## config.mk

```make
export PLATFORM = sky130hd
export DESIGN_NAME = barrido_tabla_verdad_flat
export DESIGN_NICKNAME = d
export VERILOG_FILES = /design/src/rtl/barrido_tabla_verdad_if.sv /design/src/rtl/barrido_tabla_verdad.sv /design/src/flat_wrapper.sv
export SDC_FILE = /design/constraint.sdc
export NUM_CORES = 1
export LEC_CHECK = 0
export CELL_PAD_IN_SITES_DETAIL_PLACEMENT = 0
export CELL_PAD_IN_SITES_GLOBAL_PLACEMENT = 1
export CORE_UTILIZATION = 43
export DETAILED_ROUTE_END_ITERATION = 7
export GPL_ROUTABILITY_DRIVEN = 0
export PLACE_DENSITY_LB_ADDON = 0.1
export SLEW_MARGIN = 20
export SYNTH_ARGS = -nofsm -noshare
export SYNTH_HDL_FRONTEND = slang
export SYNTH_SLANG_ARGS = --single-unit
```

## constraint.sdc

```tcl
create_clock -name clk -period 3.1 [get_ports clk]
set_input_delay 0.465 -clock clk [delete_from_list [all_inputs] [get_ports clk]]
set_output_delay 0.465 -clock clk [all_outputs]
set_load 0.05 [all_outputs]
```

## src/rtl/barrido_tabla_verdad_if.sv

```systemverilog
// Handshake and result bundle between the truth-table scanner (master)
// and the function under test plus its result consumer (slave).
interface barrido_tabla_verdad_if #(
  parameter int N_IN = 5
);
  logic                 start;
  logic                 F_in;
  logic [N_IN-1:0]      stim;
  logic                 busy;
  logic                 done;
  logic                 valid;
  logic [2**N_IN-1:0]   tabla;
  logic [N_IN:0]        unos;
  logic                 hay_minterm;
  logic [N_IN-1:0]      primer_minterm;

  modport master (
    input  start, F_in,
    output stim, busy, done, valid, tabla, unos, hay_minterm, primer_minterm
  );

  modport slave (
    output start, F_in,
    input  stim, busy, done, valid, tabla, unos, hay_minterm, primer_minterm
  );
endinterface

```

## src/rtl/barrido_tabla_verdad.sv

```systemverilog
// Sequential truth-table scanner: steps every input combination through the
// function under test, lets it settle, samples F and builds table/statistics.
module barrido_tabla_verdad #(
  parameter int N_IN          = 5,
  parameter int SETTLE_CYCLES = 1
) (
  input  logic                   clk,
  input  logic                   rst_n,
  barrido_tabla_verdad_if.master bus
);
  localparam int              DEPTH       = 2**N_IN;
  localparam logic [N_IN-1:0] LAST        = N_IN'(DEPTH-1);
  localparam logic [3:0]      SETTLE_LOAD = 4'(SETTLE_CYCLES-1);

  typedef enum logic [1:0] {IDLE, DRIVE, SAMPLE, FIN} state_t;

  state_t            state;
  logic [3:0]        settle_cnt;
  logic [N_IN-1:0]   stim;
  logic              busy;
  logic              done;
  logic              valid;
  logic [DEPTH-1:0]  tabla;
  logic [N_IN:0]     unos;
  logic              hay_minterm;
  logic [N_IN-1:0]   primer_minterm;

  // stim doubles as the scan index: it only moves when a new DRIVE begins
  always_ff @(posedge clk or negedge rst_n) begin
    if (!rst_n) begin
      state          <= IDLE;
      settle_cnt     <= '0;
      stim           <= '0;
      busy           <= 1'b0;
      done           <= 1'b0;
      valid          <= 1'b0;
      tabla          <= '0;
      unos           <= '0;
      hay_minterm    <= 1'b0;
      primer_minterm <= '0;
    end else begin
      done <= 1'b0;
      case (state)
        IDLE: begin
          if (bus.start) begin
            tabla          <= '0;
            unos           <= '0;
            hay_minterm    <= 1'b0;
            primer_minterm <= '0;
            valid          <= 1'b0;
            stim           <= '0;
            settle_cnt     <= SETTLE_LOAD;
            busy           <= 1'b1;
            state          <= DRIVE;
          end
        end
        DRIVE: begin
          if (settle_cnt == 4'd0) state <= SAMPLE;
          else                    settle_cnt <= settle_cnt - 4'd1;
        end
        SAMPLE: begin
          tabla[stim] <= bus.F_in;
          unos        <= unos + {{N_IN{1'b0}}, bus.F_in};
          if (bus.F_in) begin
            hay_minterm <= 1'b1;
            if (!hay_minterm) primer_minterm <= stim;
          end
          // terminal check before increment so the index never wraps
          if (stim == LAST) begin
            done  <= 1'b1;
            state <= FIN;
          end else begin
            stim       <= stim + 1'b1;
            settle_cnt <= SETTLE_LOAD;
            state      <= DRIVE;
          end
        end
        FIN: begin
          valid <= 1'b1;
          busy  <= 1'b0;
          state <= IDLE;
        end
        default: state <= IDLE;
      endcase
    end
  end

  assign bus.stim           = stim;
  assign bus.busy           = busy;
  assign bus.done           = done;
  assign bus.valid          = valid;
  assign bus.tabla          = tabla;
  assign bus.unos           = unos;
  assign bus.hay_minterm    = hay_minterm;
  assign bus.primer_minterm = primer_minterm;
endmodule
```

## src/flat_wrapper.sv

```systemverilog
// flat-port wrapper written by rule: the top's interface ports become plain ports
module barrido_tabla_verdad_flat 
#(
  parameter int N_IN          = 5,
  parameter int SETTLE_CYCLES = 1
)
  (clk, rst_n, bus_start, bus_F_in, bus_stim, bus_busy, bus_done, bus_valid, bus_tabla, bus_unos, bus_hay_minterm, bus_primer_minterm);
  barrido_tabla_verdad_if #(.N_IN(N_IN)) bus_i ();
  input  logic clk;
  input  logic rst_n;
  input wire logic [$bits(bus_i.start)-1:0] bus_start;
  input wire logic [$bits(bus_i.F_in)-1:0] bus_F_in;
  output wire logic [$bits(bus_i.stim)-1:0] bus_stim;
  output wire logic [$bits(bus_i.busy)-1:0] bus_busy;
  output wire logic [$bits(bus_i.done)-1:0] bus_done;
  output wire logic [$bits(bus_i.valid)-1:0] bus_valid;
  output wire logic [$bits(bus_i.tabla)-1:0] bus_tabla;
  output wire logic [$bits(bus_i.unos)-1:0] bus_unos;
  output wire logic [$bits(bus_i.hay_minterm)-1:0] bus_hay_minterm;
  output wire logic [$bits(bus_i.primer_minterm)-1:0] bus_primer_minterm;
  assign bus_i.start = bus_start;
  assign bus_i.F_in = bus_F_in;
  assign bus_stim = bus_i.stim;
  assign bus_busy = bus_i.busy;
  assign bus_done = bus_i.done;
  assign bus_valid = bus_i.valid;
  assign bus_tabla = bus_i.tabla;
  assign bus_unos = bus_i.unos;
  assign bus_hay_minterm = bus_i.hay_minterm;
  assign bus_primer_minterm = bus_i.primer_minterm;
  barrido_tabla_verdad #(.N_IN(N_IN), .SETTLE_CYCLES(SETTLE_CYCLES)) u_core (.clk(clk), .rst_n(rst_n), .bus(bus_i));
endmodule
```

## Yosys cells after proc, flatten, opt, wreduce, memory -nomap -nowiden

Cells that the tools add are included.

| storage, ports and cells | value |
|---|---|
| register bits after elaboration | 58 |
| output and inout port bits | 52 |
| input bits | 4 |
| memories | 0 |
| RAM bits | 0 |
| bits in latches | 0 |
| logic and storage cells | 67 |
| ROM bits | 0 |

| operators by class | value |
|---|---|
| add/sub/neg operators | 3 |
| bitwise gates (word level) | 0 |
| eq/ne operators | 10 |
| multipliers | 0 |
| reduce and logical (&&, ||, !) cells | 13 |
| div/mod/pow operators | 0 |
| shift-type cells | 0 |
| multiplexer cells | 29 |
| order comparisons | 2 |

Operator list:

| cell | number |
|---|---|
| $pmux W32 S2 | 1 |
| $bwmux W32 | 1 |
| $mux W32 | 1 |
| $mux W5 | 4 |
| $pmux W5 S2 | 2 |
| $mux W4 | 3 |
| $pmux W4 S3 | 1 |
| $pmux W6 S2 | 1 |
| $ne A2 B2 Y1 const B | 5 |
| $pmux W2 S4 | 1 |
| $reduce_and A4 Y1 | 2 |
| $add A6 B1 Y6 | 1 |
| $lt A5 B6 Y1 const B | 1 |
| $mux W1 | 6 |
| $mux W2 | 3 |
| $mux W6 | 1 |
| $pmux W1 S2 | 3 |
| $reduce_and A2 Y1 | 3 |
| $reduce_and A3 Y1 | 2 |
| $add A5 B1 Y5 const B | 1 |
| $demux W1 S5 | 1 |
| $eq A5 B5 Y1 const B | 1 |
| $ge A5 B1 Y1 const B | 1 |
| $eq A2 B2 Y1 const B | 2 |
| other kinds (8) | 9 |

## Logic depth before layout (Yosys ltp)

| depth | value |
|---|---|
| depth in word-level cells | 6 |
| gate-level depth with buffers | 8 |
| mapped depth without buffers | 7 |

## Worst setup path before layout

OpenSTA, ideal clock, no wires.

| path | value |
|---|---|
| path kind | flip-flop to flip-flop |
| start point | register u_core.stim[0] (netlist: u_core.bus.stim[0]) |
| end point | register u_core.stim[2] (netlist: u_core.bus.stim[2]) |
| slack | 0.924 ns |
| required time | 2.979 ns |
| library setup time | 0.121 ns |
| buffers on the path | 1 |
| period minus slack after synthesis | 2.176 ns |
| cell stages (with the launch flop) | 8 |
| arrival time | 2.055 ns |
| cells stage by stage | dfrtp_1 -> ha_1 -> and3_1 -> ha_1 -> clkbuf_1 -> nor2b_1 -> mux2_2 -> a22o_1 |

| between the ends | value |
|---|---|
| longest elaborated chain between the ends | 3 |
| elaborated cells on any way between the ends | 6 |
| classes of those cells | add/sub: 1; eq/ne: 2; mux: 2; reduce/logical: 1 |

RTL lines:

| element | RTL line | source |
|---|---|---|
| from (decl) | barrido_tabla_verdad.sv:19 | `logic [N_IN-1:0] stim;` |
| from (signal assigned) | barrido_tabla_verdad.sv:73 | `stim <= stim + 1'b1;` |
| $add A5 B1 Y5 / $eq A5 B5 Y1 (equally long branches) | barrido_tabla_verdad.sv:73, barrido_tabla_verdad.sv:69 |  |
| $mux W5 / $ne A2 B2 Y1 (equally long branches) | -- |  |
| $pmux W5 S2 / $reduce_and A3 Y1 (equally long branches) | -- |  |

Several ways; a longest one is shown, not always the timed one. The select of a mux whose other input is x is not followed.
A chain may end at the register's enable or synchronous reset.

## Worst setup path in the final report

| path | value |
|---|---|
| start point | register u_core.stim[4] (netlist: u_core.bus.stim[4]) |
| end point | output port bus_stim[4] |

RTL lines:

| element | RTL line | source |
|---|---|---|
| to (decl) | flat_wrapper.sv:13 | `output wire logic [$bits(bus_i.stim)-1:0] bus_stim;` |

No word-level cell between the ends.

==> metrics.yaml <==
outcome:
  status: "finished with violations"
  violations: "design-rule violations"
die:
  start_util_pct: 45.3
  dieArea_um2: 7180
  die_h_um: 84.7
  core_um2: 6490
  rows: 29
  die_x_um: 84.7
  io_pins: 56
synthesis:
  synthArstFlopShare_pct: 100
  syn_nets: 310
  ys_ff_latch: 58
  synthXorXnorAreaFrac_pct: 0.298
  synthAdderAreaFrac_pct: 3.83
  synth_cell_types: 40
  ys_warn_count: 0
  synthMuxAreaShare_pct: 0.765
  synth_compound_area_share_pct: 17.0
  synth_ff_type: "dfrtp_1"
  synth_edf_count: 0
  yosys.area_share.simple_pct: 23.0
  synth_top_family_by_area: "simple AND/OR/NAND/NOR gates"
  synthCells: 297
  avgSynthCellArea_um2: 9.91
  synth_area_um2: 2940
  ys_seq_area_share_pct: 49.3
grt:
  antenna_found_initial: 0
  grt_pass1_wl_um: 12100
  first_global_vias: 2326
  grt_usage_pct: 22.4
  grt_max_degree: 35
  grt_overflow: 0
sta:
  rsz0062_at_grt: "no"
  timing.fmax_ghz: 0.398
  setup_tns_ns: 0
  final.period_utilization_pct: 81.0
  fin_ws_ns: 0.589
  hold_violations: 0
  worst_clock_skew_ns: 0.00584
  final-setup-viol-count: 0
  period_minus_slack_ns: 2.51
  slew_headroom_pct: 48.4
  tightest_slew_ns: 0.773
  drv_slew: 0
placement:
  dp_worst_setup_slack_ns: 0.765
  place_hpwl_um: 4700
  port_buffers: 55
  dp.cells: 412
final_layout:
  drive_gt1_share_pct: 9.43
  fillerInstances: 598
  synthToLayoutAreaGrowth_pct: 24.1
  final_cells: 427
  diodes: 0
  nets: 359
route:
  drt_wl_total_um: 7260
  wl_per_cell_um: 17.0
  drcViolationCount: 3
  drtIter0Drc: 127
  vias: 2423
  detail-route-antenna-nets: 0
  dr.pass1.iters: 6
  vias_per_cell: 5.67
worst_setup_path:
  cp_slowest_cell: "clkdlybuf4s50_1"
  critical_path_class: "reg2out"
  cp_top_family: "buffers and inverters"
  worst_setup_path_start_kind: "register"
  path_max_fanout: 21
  critPathMaxStageDelay_ns: 0.93
  crit_chain: "clkdlybuf4s50_1"
  r2r_slack_ns: 1.00
  cp.arrival_ns: 2.05
  critPathBufInv: 1
  critPathRequiredTime_ns: 2.63
  end_kind: "output port"
clock_tree:
  cts_tree: "built"
  cts_root_buf: "clkbuf_8"
  insertion_delay_ns: 0.34
  cts_made_buffers: 9
  cts_hold_buf: 0
  h-tree-depth: 3
  clk_path_buf_depth: 2
  clkTransAtPathRegs_ns: 0.06
  post_cts_buffers: 0
  cts-resized-gates: 0
  clock_sinks: 58
pwr:
  power_density_nw_per_um2: 496
  p_leak_nw: 1.64
  switching_share_pct: 31.2
  peakVddDrop_mv: 0.485
  comb_power_share_pct: 19.0
  p_total_mw: 1.81
  p_switching_mw: 0.564
  clkPwrFrac_pct: 34.7
  p_int_mw: 1.25
  power_frac_seq_pct: 46.4
run:
  cap_violations: 0
min_path:
  hp-class: "in2async"
## layout by cell type, fill, tap and decap left out, types with 4 or more instances in the layout
cell | Yosys | routed
nand2_1 | 41 | 41
nor2_1 | 10 | 10
nand2b_1 | 4 | 4
a21o_1 | 5 | 5
clkdlybuf4s50_1 | 0 | 54
inv_1 | 6 | 6
nand3_1 | 37 | 37
a22o_1 | 16 | 16
o211ai_1 | 32 | 32
buf_4 | 3 | 6
clkbuf_8 | 0 | 11
o21ai_0 | 5 | 5
nor3_1 | 6 | 6
dfrtp_1 | 58 | 58
and2_1 | 6 | 6
ha_1 | 9 | 9
nand2_2 | 4 | 4
## metrics by stage
stage               util, %  hold slack, ns  area [um^2]
global route           56.2           0.263         3650
detailed placement     53.6           0.503         3480
global placement       53.6           0.497         3480
finish                 56.2           0.197         3650
floorplan                 -           0.169         2940
CTS                    56.2           0.224         3650
## cell families after synthesis
logic type	Yosys count
multiplexers	2
adder cells (fa/ha/maj)	9
flip-flops	58
AO/OA/AOI/OAI	67
buffers and inverters	29
XOR/XNOR	1
AND/OR/NAND/NOR	131
## power by group through the flow
stage               Sequential, mW  Combinational [mW]  Clock (mW)
finish                       0.840               0.344       0.628
global placement             0.855               0.342           0
global route                 0.847               0.362       0.667
CTS                          0.840               0.347       0.638
detailed placement           0.856               0.345           0
floorplan                     1.00              0.0717           0
## metal layers
metal  up-vias  track usage [%]  wire, um
li1       1170                -         -
met1      1163             29.1      3290
met2        80             35.2      3380
met3        10             6.00       474
met4         0             10.2       116
met5         -                0         0
## path summary, 6_finish.rpt
check / from / end / cells past startpoint
worst max-delay path: u_core.bus.stim[4]$_DFFE_PN0P_ / bus_stim[4] / 1
worst min-delay path: rst_n / u_core.bus.tabla[1]$_DFFE_PN0P_ / 1
worst max register to register: u_core.bus.stim[2]$_DFFE_PN0P_ / u_core.bus.stim[3]$_DFFE_PN0P_ / 6
worst min register to register: u_core.bus.primer_minterm[3]$_DFFE_PN0P_ / u_core.bus.primer_minterm[3]$_DFFE_PN0P_ / 1
max in group asynchronous: rst_n / u_core.bus.stim[2]$_DFFE_PN0P_ / 2
min in group clk: u_core.bus.primer_minterm[3]$_DFFE_PN0P_ / u_core.bus.primer_minterm[3]$_DFFE_PN0P_ / 1
## flip-flops by register name, indices dropped and copies added, names as in the netlist
signal / cells
u_core.state: 2
u_core.bus.primer_minterm: 5
u_core.bus.valid: 1
u_core.bus.done: 1
u_core.bus.stim: 5
u_core.settle_cnt: 4
u_core.bus.hay_minterm: 1
u_core.bus.unos: 6
u_core.bus.tabla: 32
u_core.bus.busy: 1
## cells in the mapped netlist (3+ instances only)
master	number	share of area, %
dfrtp_1	58	49
nand2_1	41	5.2
nand3_1	37	6.3
o211ai_1	32	8.2
a22o_1	16	4.8
nor2_1	10	1.3
ha_1	9	3.8
buf_2	8	1.4
and2_1	6	1.3
inv_1	6	0.77
nor3_1	6	1.0
a21o_1	5	1.3
buf_6	5	1.9
clkbuf_1	5	0.64
o21ai_0	5	0.85
nand2_2	4	0.85
nand2b_1	4	0.85
a21oi_1	3	0.51
buf_4	3	0.77
o21ai_1	3	0.51
or3_1	3	0.64
## area by class of cell
type,count,area [um^2],share of cell area (%)
Sequential cell,58,1450,39.7
Multi-Input combinational cell,210,1320,36.2
Timing Repair Buffer,61,591,16.2
Clock buffer,12,155,4.25
Tap cell,77,96.3,2.64
Inverter,6,22.5,0.617
Clock inverter,3,15.0,0.411
No activity file was read; power rests on OpenSTA's default activity.
